--- config.mk ---
export PLATFORM = sky130hd
export DESIGN_NAME = apb_adder_slave
export DESIGN_NICKNAME = d
export VERILOG_FILES = /design/src/rtl/apb_adder_pkg.sv /design/src/rtl/serial_adder8.sv /design/src/rtl/apb_adder_slave.sv
export SDC_FILE = /design/constraint.sdc
export NUM_CORES = 1
export LEC_CHECK = 0
export CORE_AREA = 2 2 89 91
export CTS_CLUSTER_SIZE = 20
export DETAILED_ROUTE_END_ITERATION = 8
export DIE_AREA = 0 0 91 93
export PLACE_DENSITY = 0.68
export SLEW_MARGIN = 0
export SYNTH_ARGS = -nofsm -noshare
export SYNTH_HDL_FRONTEND = slang
export SYNTH_SLANG_ARGS = --single-unit
--- constraint.sdc ---
create_clock -name pclk -period 6.2 [get_ports pclk]
set_input_delay 1.24 -clock pclk [delete_from_list [all_inputs] [get_ports pclk]]
set_output_delay 1.24 -clock pclk [all_outputs]
set_load 0.05 [all_outputs]
--- src/rtl/apb_adder_pkg.sv ---
// apb_adder_pkg: register map, control/status bit positions and FSM state types
package apb_adder_pkg;
   localparam logic [4:0] OFF_OPA    = 5'h00;
   localparam logic [4:0] OFF_OPB    = 5'h04;
   localparam logic [4:0] OFF_CTRL   = 5'h08;
   localparam logic [4:0] OFF_RESULT = 5'h0C;
   localparam logic [4:0] OFF_STATUS = 5'h10;
   localparam int CTRL_START    = 0;
   localparam int CTRL_CLR_DONE = 1;
   localparam int STAT_BUSY  = 0;
   localparam int STAT_DONE  = 1;
   localparam int STAT_CARRY = 2;
   typedef enum logic [1:0] {B_IDLE, B_SETUP, B_ACCESS} bus_state_t;
   typedef enum logic {C_IDLE, C_RUN} calc_state_t;
endpackage

--- src/rtl/serial_adder8.sv ---
// serial_adder8: LSB-first bit-serial 8-bit adder, one bit per clock over 8 clocks
module serial_adder8
   import apb_adder_pkg::*;
(
   input  logic       clk,
   input  logic       rst,
   input  logic       start,
   input  logic [7:0] a,
   input  logic [7:0] b,
   output logic       busy,
   output logic       done,
   output logic [7:0] sum,
   output logic       cout
);
   calc_state_t state;
   logic [2:0] cnt;
   logic [7:0] sa, sb;
   logic [6:0] acc;
   logic       c, bit_s, bit_c;
   assign bit_s = sa[0] ^ sb[0] ^ c;
   assign bit_c = (sa[0] & sb[0]) | (sa[0] & c) | (sb[0] & c);
   assign busy  = state == C_RUN;
   // sum/cout are only meaningful in the done cycle, when the last bit is in flight
   assign done  = busy && cnt == 3'd7;
   assign sum   = {bit_s, acc};
   assign cout  = bit_c;
   always_ff @(posedge clk) begin
      if (rst) begin
         state <= C_IDLE;
         cnt   <= '0;
         sa    <= '0;
         sb    <= '0;
         acc   <= '0;
         c     <= 1'b0;
      end else if (state == C_IDLE) begin
         if (start) begin
            state <= C_RUN;
            cnt   <= '0;
            sa    <= a;
            sb    <= b;
            c     <= 1'b0;
         end
      end else begin
         sa    <= sa >> 1;
         sb    <= sb >> 1;
         c     <= bit_c;
         acc   <= {bit_s, acc[6:1]};
         cnt   <= cnt + 3'd1;
         state <= cnt == 3'd7 ? C_IDLE : C_RUN;
      end
   end
endmodule

--- src/rtl/apb_adder_slave.sv ---
// apb_adder_slave: APB3 completer with operand/result registers around a serial adder
module apb_adder_slave
   import apb_adder_pkg::*;
#(
   parameter logic [31:0] BASE_ADDR   = 32'h00D0_AD00,
   parameter int          WAIT_STATES = 0
) (
   input  logic        pclk,
   input  logic        preset,
   input  logic        psel_i,
   input  logic        penable_i,
   input  logic        pwrite_i,
   input  logic [31:0] paddr_i,
   input  logic [7:0]  pwdata_i,
   output logic [7:0]  prdata_o,
   output logic        pready_o,
   output logic        pslverr_o,
   output logic        irq_o
);
   bus_state_t  bstate;
   logic [1:0]  wcnt;
   logic [31:0] rel;
   logic [4:0]  off;
   logic [7:0]  opa, opb, result, status, rdata, add_sum;
   logic        carry, done_flag, add_busy, add_done, add_cout;
   logic        hit, stall, err, commit, ctrl_wr, start;
   assign rel     = paddr_i - BASE_ADDR;
   assign off     = rel[4:0];
   assign hit     = rel <= 32'h10 && rel[1:0] == 2'b00;
   assign stall   = hit && !pwrite_i && off == OFF_RESULT && add_busy;
   assign pready_o = bstate != B_IDLE && psel_i && penable_i && wcnt == 2'd0 && !stall;
   assign err     = !hit || (pwrite_i && (off == OFF_RESULT || off == OFF_STATUS)) ||
                    (pwrite_i && add_busy && (off == OFF_OPA || off == OFF_OPB ||
                                              (off == OFF_CTRL && pwdata_i[CTRL_START])));
   assign commit  = pready_o && pwrite_i && !err;
   assign ctrl_wr = commit && off == OFF_CTRL;
   assign start   = ctrl_wr && pwdata_i[CTRL_START];
   always_comb begin
      status             = '0;
      status[STAT_BUSY]  = add_busy;
      status[STAT_DONE]  = done_flag;
      status[STAT_CARRY] = carry;
      rdata = off == OFF_OPA ? opa : off == OFF_OPB ? opb :
              off == OFF_RESULT ? result : off == OFF_STATUS ? status : '0;
   end
   assign prdata_o  = pready_o && !pwrite_i && !err ? rdata : '0;
   assign pslverr_o = pready_o && err;
   assign irq_o     = done_flag;
   serial_adder8 u_add (
      .clk(pclk), .rst(preset), .start(start), .a(opa), .b(opb),
      .busy(add_busy), .done(add_done), .sum(add_sum), .cout(add_cout)
   );
   // wait states are consumed only while not stalled on a busy RESULT read, so the two add up
   always_ff @(posedge pclk) begin
      if (preset) begin
         bstate <= B_IDLE;
         wcnt   <= '0;
      end else if (bstate == B_IDLE || !penable_i) begin
         if (psel_i && !penable_i) begin
            bstate <= B_SETUP;
            wcnt   <= 2'(WAIT_STATES);
         end else
            bstate <= B_IDLE;
      end else if (pready_o || !psel_i)
         bstate <= B_IDLE;
      else begin
         bstate <= B_ACCESS;
         if (wcnt != 2'd0 && !stall) wcnt <= wcnt - 2'd1;
      end
   end
   // completion outranks a same-cycle CLR_DONE; START cannot coincide with completion
   always_ff @(posedge pclk) begin
      if (preset) begin
         opa       <= '0;
         opb       <= '0;
         result    <= '0;
         carry     <= 1'b0;
         done_flag <= 1'b0;
      end else begin
         if (commit && off == OFF_OPA) opa <= pwdata_i;
         if (commit && off == OFF_OPB) opb <= pwdata_i;
         if (add_done) result <= add_sum;
         carry     <= add_done ? add_cout : start ? 1'b0 : carry;
         done_flag <= add_done || (done_flag && !(ctrl_wr && (pwdata_i[CTRL_START] || pwdata_i[CTRL_CLR_DONE])));
      end
   end
endmodule
==> Word-level counts from Yosys, hierarchy flattened <==
Cells that the tools add are included.
{ "word_totals": {"regBits": 58, "output_inout_bits": 11, "elab_cells": 110} }
{ "op_classes": {"n_bitwise": 7, "n_mux": 24, "n_eq_ne": 7, "reduce_logical": 53, "magnitude_cmp": 1, "addsub": 3} }
{ "ops": {"columns": ["op", "count"], "rows": [
  ["$le 32x5->1 const B", 1],
  ["$mux 8", 4],
  ["$sub 32x24->32 const B", 1],
  ["$mux 7", 4],
  ["$logic_and 1x1->1", 26],
  ["$mux 2", 6],
  ["$eq 5x4->1 const B", 2],
  ["$reduce_bool 2->1", 5],
  ["$logic_or 1x1->1", 9],
  ["$mux 3", 3],
  ["$logic_not 1->1", 7],
  ["$mux 1", 7],
  ["$logic_not 2->1", 3],
  ["$eq 5x3->1 const B", 1],
  ["$eq 5x5->1 const B", 1],
  ["$logic_not 5->1", 1],
  ["$add 3x1->3 const B", 1],
  ["$and 1x1->1", 3],
  ["$eq 3x3->1 const B", 1],
  ["$reduce_and 3->1", 1],
  ["$ne 2x1->1 const B", 1],
  ["$ne 2x2->1 const B", 1],
  ["$or 1x1->1", 2],
  ["$reduce_or 2->1", 1],
  ["other kinds (2)", 3]
]} }

==> Logic depth before layout (Yosys ltp) <==
Gate-level depths: netlist of run 1.
{ "depth": {"word_depth": 15, "depth_mapped": 11} }

==> By module <==
Synthesis of run 1 repeated with hierarchy kept, for this count alone.
{ "hier_totals": {"cells_unflattened": 395, "area_unflattened_um2": 3423.3} }
{ "modules_own_cells": {"columns": ["module", "area_per_inst_um2", "seq_area_each_um2", "instances", "cells_each"], "rows": [
  ["apb_adder_slave", 2189.6, 600.6, 1, 278],
  ["serial_adder8", 1233.7, 560.5, 1, 117]
]} }

==> Worst setup path before layout of run 1 <==
Ideal clock, no wire load.
{ "synth_timing": {"kind": "in2out", "startpoint": "input paddr_i[18]", "endpoint": "output prdata_o[0]", "required_ns": 4.960, "stages": 9, "path_slack_ns": 0.954, "arrival_ns": 4.006, "cell_sequence": "clkbuf_1 > or3_1 > a22o_1 > nor3_1 > and3b_1 > or2_1 > buf_2 > nand4b_1 > nor3_1"} }
{ "synth_between": {"elab_chain_cells": 11} }
{ "synth_rtl": {"columns": ["item", "line", "text"], "rows": [
  ["start, declared", "apb_adder_slave.sv:13", "input logic [31:0] paddr_i,"],
  ["$sub 32x24->32 *", "apb_adder_slave.sv:27", "assign rel = paddr_i - BASE_ADDR;"],
  ["$le 32x5->1 *", "apb_adder_slave.sv:29", "assign hit = rel <= 32'h10 && rel[1:0] == 2'b00;"],
  ["$logic_and 1x1->1 *", "apb_adder_slave.sv:29", null],
  ["$logic_and 1x1->1 (3 in a row)", "apb_adder_slave.sv:30", "assign stall = hit && !pwrite_i && off == OFF_RESULT && add_busy;"],
  ["$logic_not 1->1", "apb_adder_slave.sv:31", "assign pready_o = bstate != B_IDLE && psel_i && penable_i && wcnt == 2'd0 && !stall;"],
  ["$logic_and 1x1->1", "apb_adder_slave.sv:31", null],
  ["$logic_and 1x1->1", "apb_adder_slave.sv:46", "assign prdata_o = pready_o && !pwrite_i && !err ? rdata : '0;"],
  ["$logic_and 1x1->1 *", "apb_adder_slave.sv:46", null],
  ["$mux 8 *", "apb_adder_slave.sv:46", null],
  ["end, declared", "apb_adder_slave.sv:15", "output logic [7:0] prdata_o,"]
]} }
Mark *: on every way between the ends. The rest lies on a longest branch, timed or not.

==> Final worst setup path of run 1 <==
{ "layout_timing": {"startpoint": "input paddr_i[14]", "endpoint": "output prdata_o[5]"} }
Same word-level chain as after synthesis.

==> flow_summary.ini, run 1 <==
[clock_network]
post-cts-setup-buffer-count = 0
worst_skew_pair.late_latency_ns = 0.35
cts_tree = done
numCtsBuffers = 9
clk_root_buffer_cell = clkbuf_8
cts_max_level = 3
ctsHoldBuffers = 0
numClockSinks = 58
post_cts_sizing_count = 0
cts.path.max_buffers = 2
worst_setup_hold_path_clk_slew_ns = 0.07

[global_route]
grt_start_max_net_pins = 57
grt_antenna_before_repair = 0
first_global_vias = 3017
grt_remaining_overflow = 0
wire_length_of_the_first_global_routing_pass_mm = 15.0
grt_use_total_pct = 22.1

[logic_synthesis]
synth_enable_flop_cells = 0
synth_fp_nets = 455
synthTopCellsByCount = dfxtp_1 (58), nor2_1 (54), nand2_1 (35)
postSynthCellCount = 406
syn_area_mm2 = 0.00328
postSynth.asyncResetShare_pct = 0
combinational_family_with_the_most_area_after_synthesis = simple AND/OR/NAND/NOR gates
synth_warnings = 0
synthAdderAreaFrac_pct = 1.76
complex_gate_fraction_of_the_synthesized_area_pct = 18.6
synthMostInstantiatedCell = dfxtp_1
post_synth_main_area_contributors = dfxtp_1 (35%), mux2i_1 (10%), nor2_1 (6.2%)
ys.flop_type = dfxtp_1
synth-seq-cells = 58
postSynthAreaPerCell_um2 = 8.07
portion_of_netlist_area_occupied_by_mux_cells_pct = 10.4
post_synth_and_or_nand_nor_area_fraction_pct = 28.7
synth.yosys.seq_area_share_pct = 35.4
largest_area_contributor_in_the_synthesized_netlist = dfxtp_1
synth_xor_area_share_pct = 0.267
yosysTopAreaCellShare_pct = 35.4
ys_types = 60

[sta]
setup_viol = 0
final_hold_viol_count = 0
timing.final.max_slew_violations = 0
rsz0062_at_grt = false
tns_ns = 0
relSlewSlack_pct = 33.8
finalClockSkew_ns = 0.00997
tightest_slew_ns = 0.993
fin_worst_hold_slack_ns = 0.457
finalCritPeriodShare_pct = 91.0
fmaxAchievable_ghz = 0.177
final_period_minus_worst_setup_slack_ns = 5.64

[finish]
final_core_util_pct = 54.5
antenna_cells = 0
area_of_all_placed_cells_without_fillers_mm2 = 0.00411
synthToLayoutAreaGrowth_pct = 25.3
drive_gt1_share_pct = 9.05
nNetsFinal = 497

[critical_path]
worst-path-buf-inv = 2
worst_path_largest_cell_delay_ns = 0.55
endpoint_kind = output pin
slowest_cp_cell = and2_1
worstPathRequired_ns = 4.96
worst_path_most_repeated_cell = nand4b_1
critPathKind = primary input to output pin
crit_path_cell_trace = clkdlybuf4s50_1 -> a211o_1 -> a211oi_1 -> nand4b_1 -> and3b_1 -> and2_1 -> nand4b_1 -> nor3_1 -> buf_12
worst_setup_path_start_kind = primary input
timing.critical_path.fanout_max = 18
arrival_ns = 4.40
critical_path.top_delay_family = simple AND/OR/NAND/NOR gates

[detailed_routing]
dr_total_vias = 3168
routed_wirelength_mm = 8.83
final_antenna_net_count = 0
drc = 0
drt-vias-per-instance = 5.71
drtIter0Drc = 153
wire_per_inst_um = 15.9
detailedRoute.firstPassIterationCount = 4

[power]
power.static_leakage_nw = 1.45
power_mw = 0.773
ir_drop_mv = 0.195
power-per-cell-area_mw_per_mm2 = 188

[place]
place_hpwl_mm = 6.41
gp_congestion = 0.863
postPlaceCellArea_mm2 = 0.00393
port-buffer-count = 55

[floorplanning]
chipWidth_um = 91
core.rowCount = 32
core_area_mm2 = 0.00753
io-pin-count = 56
die-area_mm2 = 0.00846
die_h_um = 93
floorplan.initialDensity_pct = 43.5

[run]
cap_viol_max_count = 0

[min_path]
hp-class = flip-flop to flip-flop

[status]
run_status = finished clean
worst paths after layout:
| kind | from | endpoint | slack [ns] | cells past startpoint |
|---|---|---|---|---|
| worst min register to register | u_add.acc[0]$_SDFFE_PP0P_ | result[0]$_SDFFE_PP0P_ | 0.46 | 2 |
| worst max-delay path | paddr_i[14] | prdata_o[5] | 0.56 | 9 |
| worst min-delay path | u_add.acc[0]$_SDFFE_PP0P_ | result[0]$_SDFFE_PP0P_ | 0.46 | 2 |
| worst max register to register | u_add.busy$_SDFF_PP0_ | bstate[1]$_SDFF_PP0_ | 3.50 | 7 |
layout by cell type (no fill, tap or decap), types with 3 or more instances in the layout:
cell type / instances
dfxtp_1: 58
nor2_1: 54
clkdlybuf4s50_1: 46
nand2_1: 35
mux2i_1: 34
nand3_1: 22
a21oi_1: 20
a31oi_1: 17
nand4_1: 14
inv_1: 13
nor3_1: 13
clkbuf_8: 10
o21ai_0: 9
a211oi_1: 8
buf_12: 6
buf_4: 6
or3_1: 5
nand2b_1: 4
o211a_1: 3
a211o_1: 3
nand4b_1: 3
nor4b_1: 3
o211ai_1: 3
o2111ai_1: 3
nor3b_1: 3
ha_1: 3
clkinvlp_4: 3
per-stage QoR:
step	worst slack, ns	cells
3_3_place_gp	0.646	539
4_1_cts	0.596	555
6_report	0.560	555
5_1_grt	0.303	555
3_5_place_dp	0.612	539
2_1_floorplan	0.954	406
per-layer routing:
metal	routed length [um]	vias to the layer above	track usage, %
li1	-	1582	-
met1	3970	1491	28.0
met2	4260	80	37.5
met3	404	15	4.59
met4	186	0	7.45
met5	0	-	0
power by group:
group	leakage (nW)	switching [mW]	total, mW	internal, mW
combinational	0.894	0.0460	0.0877	0.0418
sequential	0.467	0.000129	0.373	0.373
clock	0.0847	0.157	0.312	0.155
kinds of logic (layout without fill, tap and decap cells):
family,after synthesis,count (layout)
simple gates,180,180
compound gates,87,87
flops,58,58
buf+inv,42,89
mux,34,34
fa+ha+maj,4,4
xor+xnor,1,1
flip-flops by register name (all words and copies together), names as in the netlist:
signal,count
opa,8
opb,8
result,8
u_add.sa,8
u_add.sb,8
u_add.acc,7
u_add.cnt,3
bstate,2
wcnt,2
carry,1
irq_o,1
u_add.busy,1
u_add.c,1
tightest hold or removal path, stage by stage (launching register included):
cell     delay [ns]
dfxtp_1        0.31
nand2_1        0.05
a21oi_1        0.05
layout make-up:
class	instances	area, um2
timing repair buffer	59	631
multi-input combinational	306	1950
sequential	58	1160
clock buffer	10	138
tap	102	128
fill	757	3420
inverter	14	52.6
clock inverter	6	41.3
Power figures use the tool's default switching activity.
==> inputs of run 2 (changes only) <==
==> constraint.sdc (replaced) <==
create_clock -name pclk -period 6.65 [get_ports pclk]
set_input_delay 1.33 -clock pclk [delete_from_list [all_inputs] [get_ports pclk]]
set_output_delay 1.33 -clock pclk [all_outputs]
set_load 0.05 [all_outputs]
==> flow_summary.ini, run 2 (same netlist as run 1, synthesis figures left out) <==
[global_route]
grt_remaining_overflow = 0
grt_use_total_pct = 22.1
grt_antenna_before_repair = 0
first_global_vias = 3173
wire_length_of_the_first_global_routing_pass_mm = 15.2
grt_start_max_net_pins = 57

[sta]
tightest_slew_ns = 1.00
setup_viol = 0
rsz0062_at_grt = false
finalClockSkew_ns = 0.00839
postLayoutSetupSlackWorst_ns = 0.889
relSlewSlack_pct = 33.2
timing.final.max_slew_violations = 0
final_period_minus_worst_setup_slack_ns = 5.76
tns_ns = 0
final_hold_viol_count = 0
finalCritPeriodShare_pct = 86.6
fmaxAchievable_ghz = 0.174

[finish]
layout.cells.most_common = dfxtp_1
final_cell_count_no_fill = 557
most-common-layout-cells = dfxtp_1 (58), nor2_1 (54), clkdlybuf4s50_1 (49)
fill_cells = 749
nNetsFinal = 499
area_of_all_placed_cells_without_fillers_mm2 = 0.00408
antenna_cells = 0
drive_gt1_share_pct = 8.57
synthToLayoutAreaGrowth_pct = 24.5

[critical_path]
worstPathRequired_ns = 5.32
critPathKind = primary input to output pin
crit_path_cell_trace = clkdlybuf4s50_1 -> a21boi_1 -> o31a_2 -> o211ai_1 -> o21ba_2 -> and2_1 -> buf_4 -> a41oi_1 -> clkdlybuf4s50_1
timing.critical_path.fanout_max = 17
critical_path.top_delay_family = buffers and inverters
worst_path_most_repeated_cell = clkdlybuf4s50_1
worst_path_largest_cell_delay_ns = 0.86
worst_setup_path_start_kind = primary input
slowest_cp_cell = clkdlybuf4s50_1
endpoint_kind = output pin
worst-path-buf-inv = 3
arrival_ns = 4.43

[floorplanning]
chipWidth_um = 91
io-pin-count = 56
floorplan.initialDensity_pct = 43.5
die_h_um = 93
die-area_mm2 = 0.00846
core.rowCount = 32
core_area_mm2 = 0.00753

[power]
power_mw = 0.764
ir_drop_mv = 0.174
power.static_leakage_nw = 1.45
power-per-cell-area_mw_per_mm2 = 187

[clock_network]
worst_setup_hold_path_clk_slew_ns = 0.07
cts_max_level = 3
numCtsBuffers = 9
clk_root_buffer_cell = clkbuf_8
post-cts-setup-buffer-count = 0
numClockSinks = 58
cts_tree = done
cts.path.max_buffers = 2
ctsHoldBuffers = 0
post_cts_sizing_count = 0
worst_skew_pair.late_latency_ns = 0.33

[detailed_routing]
routed_wirelength_mm = 9.02
detailedRoute.firstPassIterationCount = 4
drt-vias-per-instance = 5.77
drtIter0Drc = 200
dr_total_vias = 3213
final_antenna_net_count = 0
wire_per_inst_um = 16.2
drc = 0

[run]
cap_viol_max_count = 0

[place]
gp_congestion = 0.987
preCtsSetupSlack_ns = 0.935
postPlaceCellArea_mm2 = 0.00387
place.detailed.instances = 541
port-buffer-count = 55
place_hpwl_mm = 6.47

[status]
run_status = finished clean

[min_path]
hp-class = flip-flop to flip-flop
## run 2: changes by cell type in the layout (fill, tap and decap cells not counted), sizes merged
cell / change
bufinv: +1
clkinv: -1
clkbuf: +2
buf: -1
clkdlybuf4s50: +3
inv: -1
clkinvlp: -1
## run 2: final cells by class
class | count | area [um2] | share of cell area [%]
Clock buffer | 12 | 155 | 3.80
Multi-Input combinational cell | 306 | 1950 | 47.9
Tap cell | 102 | 128 | 3.13
Timing Repair Buffer | 61 | 578 | 14.2
Inverter | 14 | 52.6 | 1.29
Clock inverter | 4 | 50.0 | 1.23
Sequential cell | 58 | 1160 | 28.5
## run 2: path summary, 6_finish.rpt
kind	startpoint	to	slack, ns	cells past startpoint
worst max-delay path	paddr_i[23]	pslverr_o	0.89	9
worst min-delay path	u_add.acc[0]$_SDFFE_PP0P_	result[0]$_SDFFE_PP0P_	0.46	2
worst max register to register	u_add.busy$_SDFF_PP0_	u_add.sb[0]$_SDFFE_PP0P_	3.96	8
worst min register to register	u_add.acc[0]$_SDFFE_PP0P_	result[0]$_SDFFE_PP0P_	0.46	2
## run 2: layer usage
layer	track usage [%]	vias up	part of all wire [%]
met4	8.84	0	1.6
met5	0	-	0
met3	4.43	13	4.5
met1	28.8	1523	46
li1	-	1588	-
met2	35.9	89	48
## run 2: power breakdown
group          switching, mW  internal, mW  total, mW
Clock                  0.141         0.193      0.334
Sequential          0.000131         0.348      0.348
Combinational         0.0438        0.0391     0.0829
Total                  0.185         0.580      0.764
## run 2: through the flow
stage          util, %  hold slack, ns
2_1_floorplan        -           0.431
3_3_place_gp      51.5           0.447
3_5_place_dp      51.5           0.453
4_1_cts           54.2           0.465
5_1_grt           54.2           0.489
6_report          54.2           0.464
## run 2: worst reg2reg max path, stage by stage (launching register included)
cell and delay, ns:
dfxtp_1 0.30, buf_4 0.24, a221oi_1 0.37, o211a_1 0.27
and4_1 0.56, o2111ai_1 0.19, buf_4 0.27, o2bb2a_1 0.32
a21oi_1 0.11
==> inputs of run 3 (changes only) <==
==> constraint.sdc (replaced) <==
create_clock -name pclk -period 6 [get_ports pclk]
set_input_delay 1.2 -clock pclk [delete_from_list [all_inputs] [get_ports pclk]]
set_output_delay 1.2 -clock pclk [all_outputs]
set_load 0.05 [all_outputs]
==> flow_summary.ini, run 3 (same netlist as run 1, synthesis figures left out) <==
[clock_network]
ctsHoldBuffers = 0
worst_skew_pair.late_latency_ns = 0.34
numClockSinks = 58
clk_root_buffer_cell = clkbuf_8
post_cts_sizing_count = 0
numCtsBuffers = 9
worst_setup_hold_path_clk_slew_ns = 0.07
post-cts-setup-buffer-count = 0
cts_tree = done
cts.path.max_buffers = 2
cts_max_level = 3

[critical_path]
critPathKind = primary input to output pin
crit_path_cell_trace = clkdlybuf4s50_1 -> a211o_1 -> a211oi_1 -> nand4b_1 -> and3b_1 -> and2_1 -> nand4b_1 -> nor3_1 -> buf_12
worstPathRequired_ns = 4.80
timing.critical_path.fanout_max = 18
worst_setup_path_start_kind = primary input
critical_path.top_delay_family = simple AND/OR/NAND/NOR gates
endpoint_kind = output pin
worst-path-buf-inv = 2
slowest_cp_cell = and2_1
arrival_ns = 4.41
worst_path_most_repeated_cell = nand4b_1
worst_path_largest_cell_delay_ns = 0.54

[finish]
synthToLayoutAreaGrowth_pct = 26.7
fill_cells = 721
drive_gt1_share_pct = 9.25
antenna_cells = 0
layout.cells.most_common = dfxtp_1
multiInputGateArea_mm2 = 0.00195
nNetsFinal = 498
final_core_util_pct = 55.2
most-common-layout-cells = dfxtp_1 (58), nor2_1 (54), clkdlybuf4s50_1 (46)
seqCellArea_mm2 = 0.00116

[global_route]
grt_remaining_overflow = 0
grt_antenna_before_repair = 0
grt_start_max_net_pins = 57
wire_length_of_the_first_global_routing_pass_mm = 15.0
grt_use_total_pct = 21.9
first_global_vias = 3065

[floorplanning]
chipWidth_um = 91
die_h_um = 93
io-pin-count = 56
core.rowCount = 32
floorplan.initialDensity_pct = 43.5
core_area_mm2 = 0.00753
die-area_mm2 = 0.00846

[power]
power.static_leakage_nw = 1.47
ir_drop_mv = 0.177
power-per-cell-area_mw_per_mm2 = 200

[sta]
fmaxAchievable_ghz = 0.178
final_hold_viol_count = 0
finalClockSkew_ns = 0.00582
tns_ns = 0
finalCritPeriodShare_pct = 93.5
timing.final.max_slew_violations = 0
setup_viol = 0
tightest_slew_ns = 1.01
relSlewSlack_pct = 33.0
final_period_minus_worst_setup_slack_ns = 5.61
rsz0062_at_grt = false

[place]
gp_congestion = 0.846
port-buffer-count = 55
place_hpwl_mm = 6.29

[detailed_routing]
drc = 0
drtIter0Drc = 209
detailedRoute.firstPassIterationCount = 5
dr_total_vias = 3256
drt-vias-per-instance = 5.86
wire_per_inst_um = 15.9
final_antenna_net_count = 0
routed_wirelength_mm = 8.83

[status]
run_status = finished clean

[min_path]
hp-class = flip-flop to flip-flop

[run]
cap_viol_max_count = 0
[run 3: cell type report]
class / instances / share of cell area, %
multi-input combinational: 306 / 47.1
sequential: 58 / 28.0
timing repair buffer: 60 / 16.0
tap: 102 / 3.07
clock buffer: 9 / 2.98
clock inverter: 7 / 1.66
inverter: 14 / 1.27
[run 3: worst min-delay path: stages (launching register included)]
cell and delay, ns:
dfxtp_1 0.31, nand2_1 0.05, a21oi_1 0.05
[run 3: per-layer routing]
metal,global-route usage (%),vias up,share of wire (%),routed length (um)
met2,36.2,123,47,4180
met1,28.4,1525,45,3940
met4,8.71,0,1.9,168
li1,-,1592,-,-
met3,4.19,16,6.2,544
met5,0,-,0,0
[run 3: through the flow]
step	area (um2)	total power [mW]	cells	setup WS, ns	hold slack [ns]
floorplan	3280	0.437	406	0.834	0.431
detailed placement	3960	0.484	540	0.478	0.456
global placement	3960	0.483	540	0.533	0.451
finish	4150	0.829	556	0.388	0.458
CTS	4150	0.834	556	0.443	0.465
global route	4150	0.861	556	0.115	0.484
[run 3: worst paths after layout]
path	startpoint	to	slack, ns	depth (start not counted)
max	paddr_i[17]	prdata_o[4]	0.39	9
min	u_add.acc[0]$_SDFFE_PP0P_	result[0]$_SDFFE_PP0P_	0.46	2
max reg2reg	u_add.busy$_SDFF_PP0_	u_add.sb[0]$_SDFFE_PP0P_	3.29	8
min reg2reg	u_add.acc[0]$_SDFFE_PP0P_	result[0]$_SDFFE_PP0P_	0.46	2
[run 3: where the power goes]
part           switching, mW  total, mW  internal, mW  leakage [nW]
registers           0.000137      0.385         0.385         0.467
clock network          0.161      0.352         0.190        0.0954
logic                 0.0487     0.0919        0.0432         0.905
total                  0.210      0.829         0.619          1.47
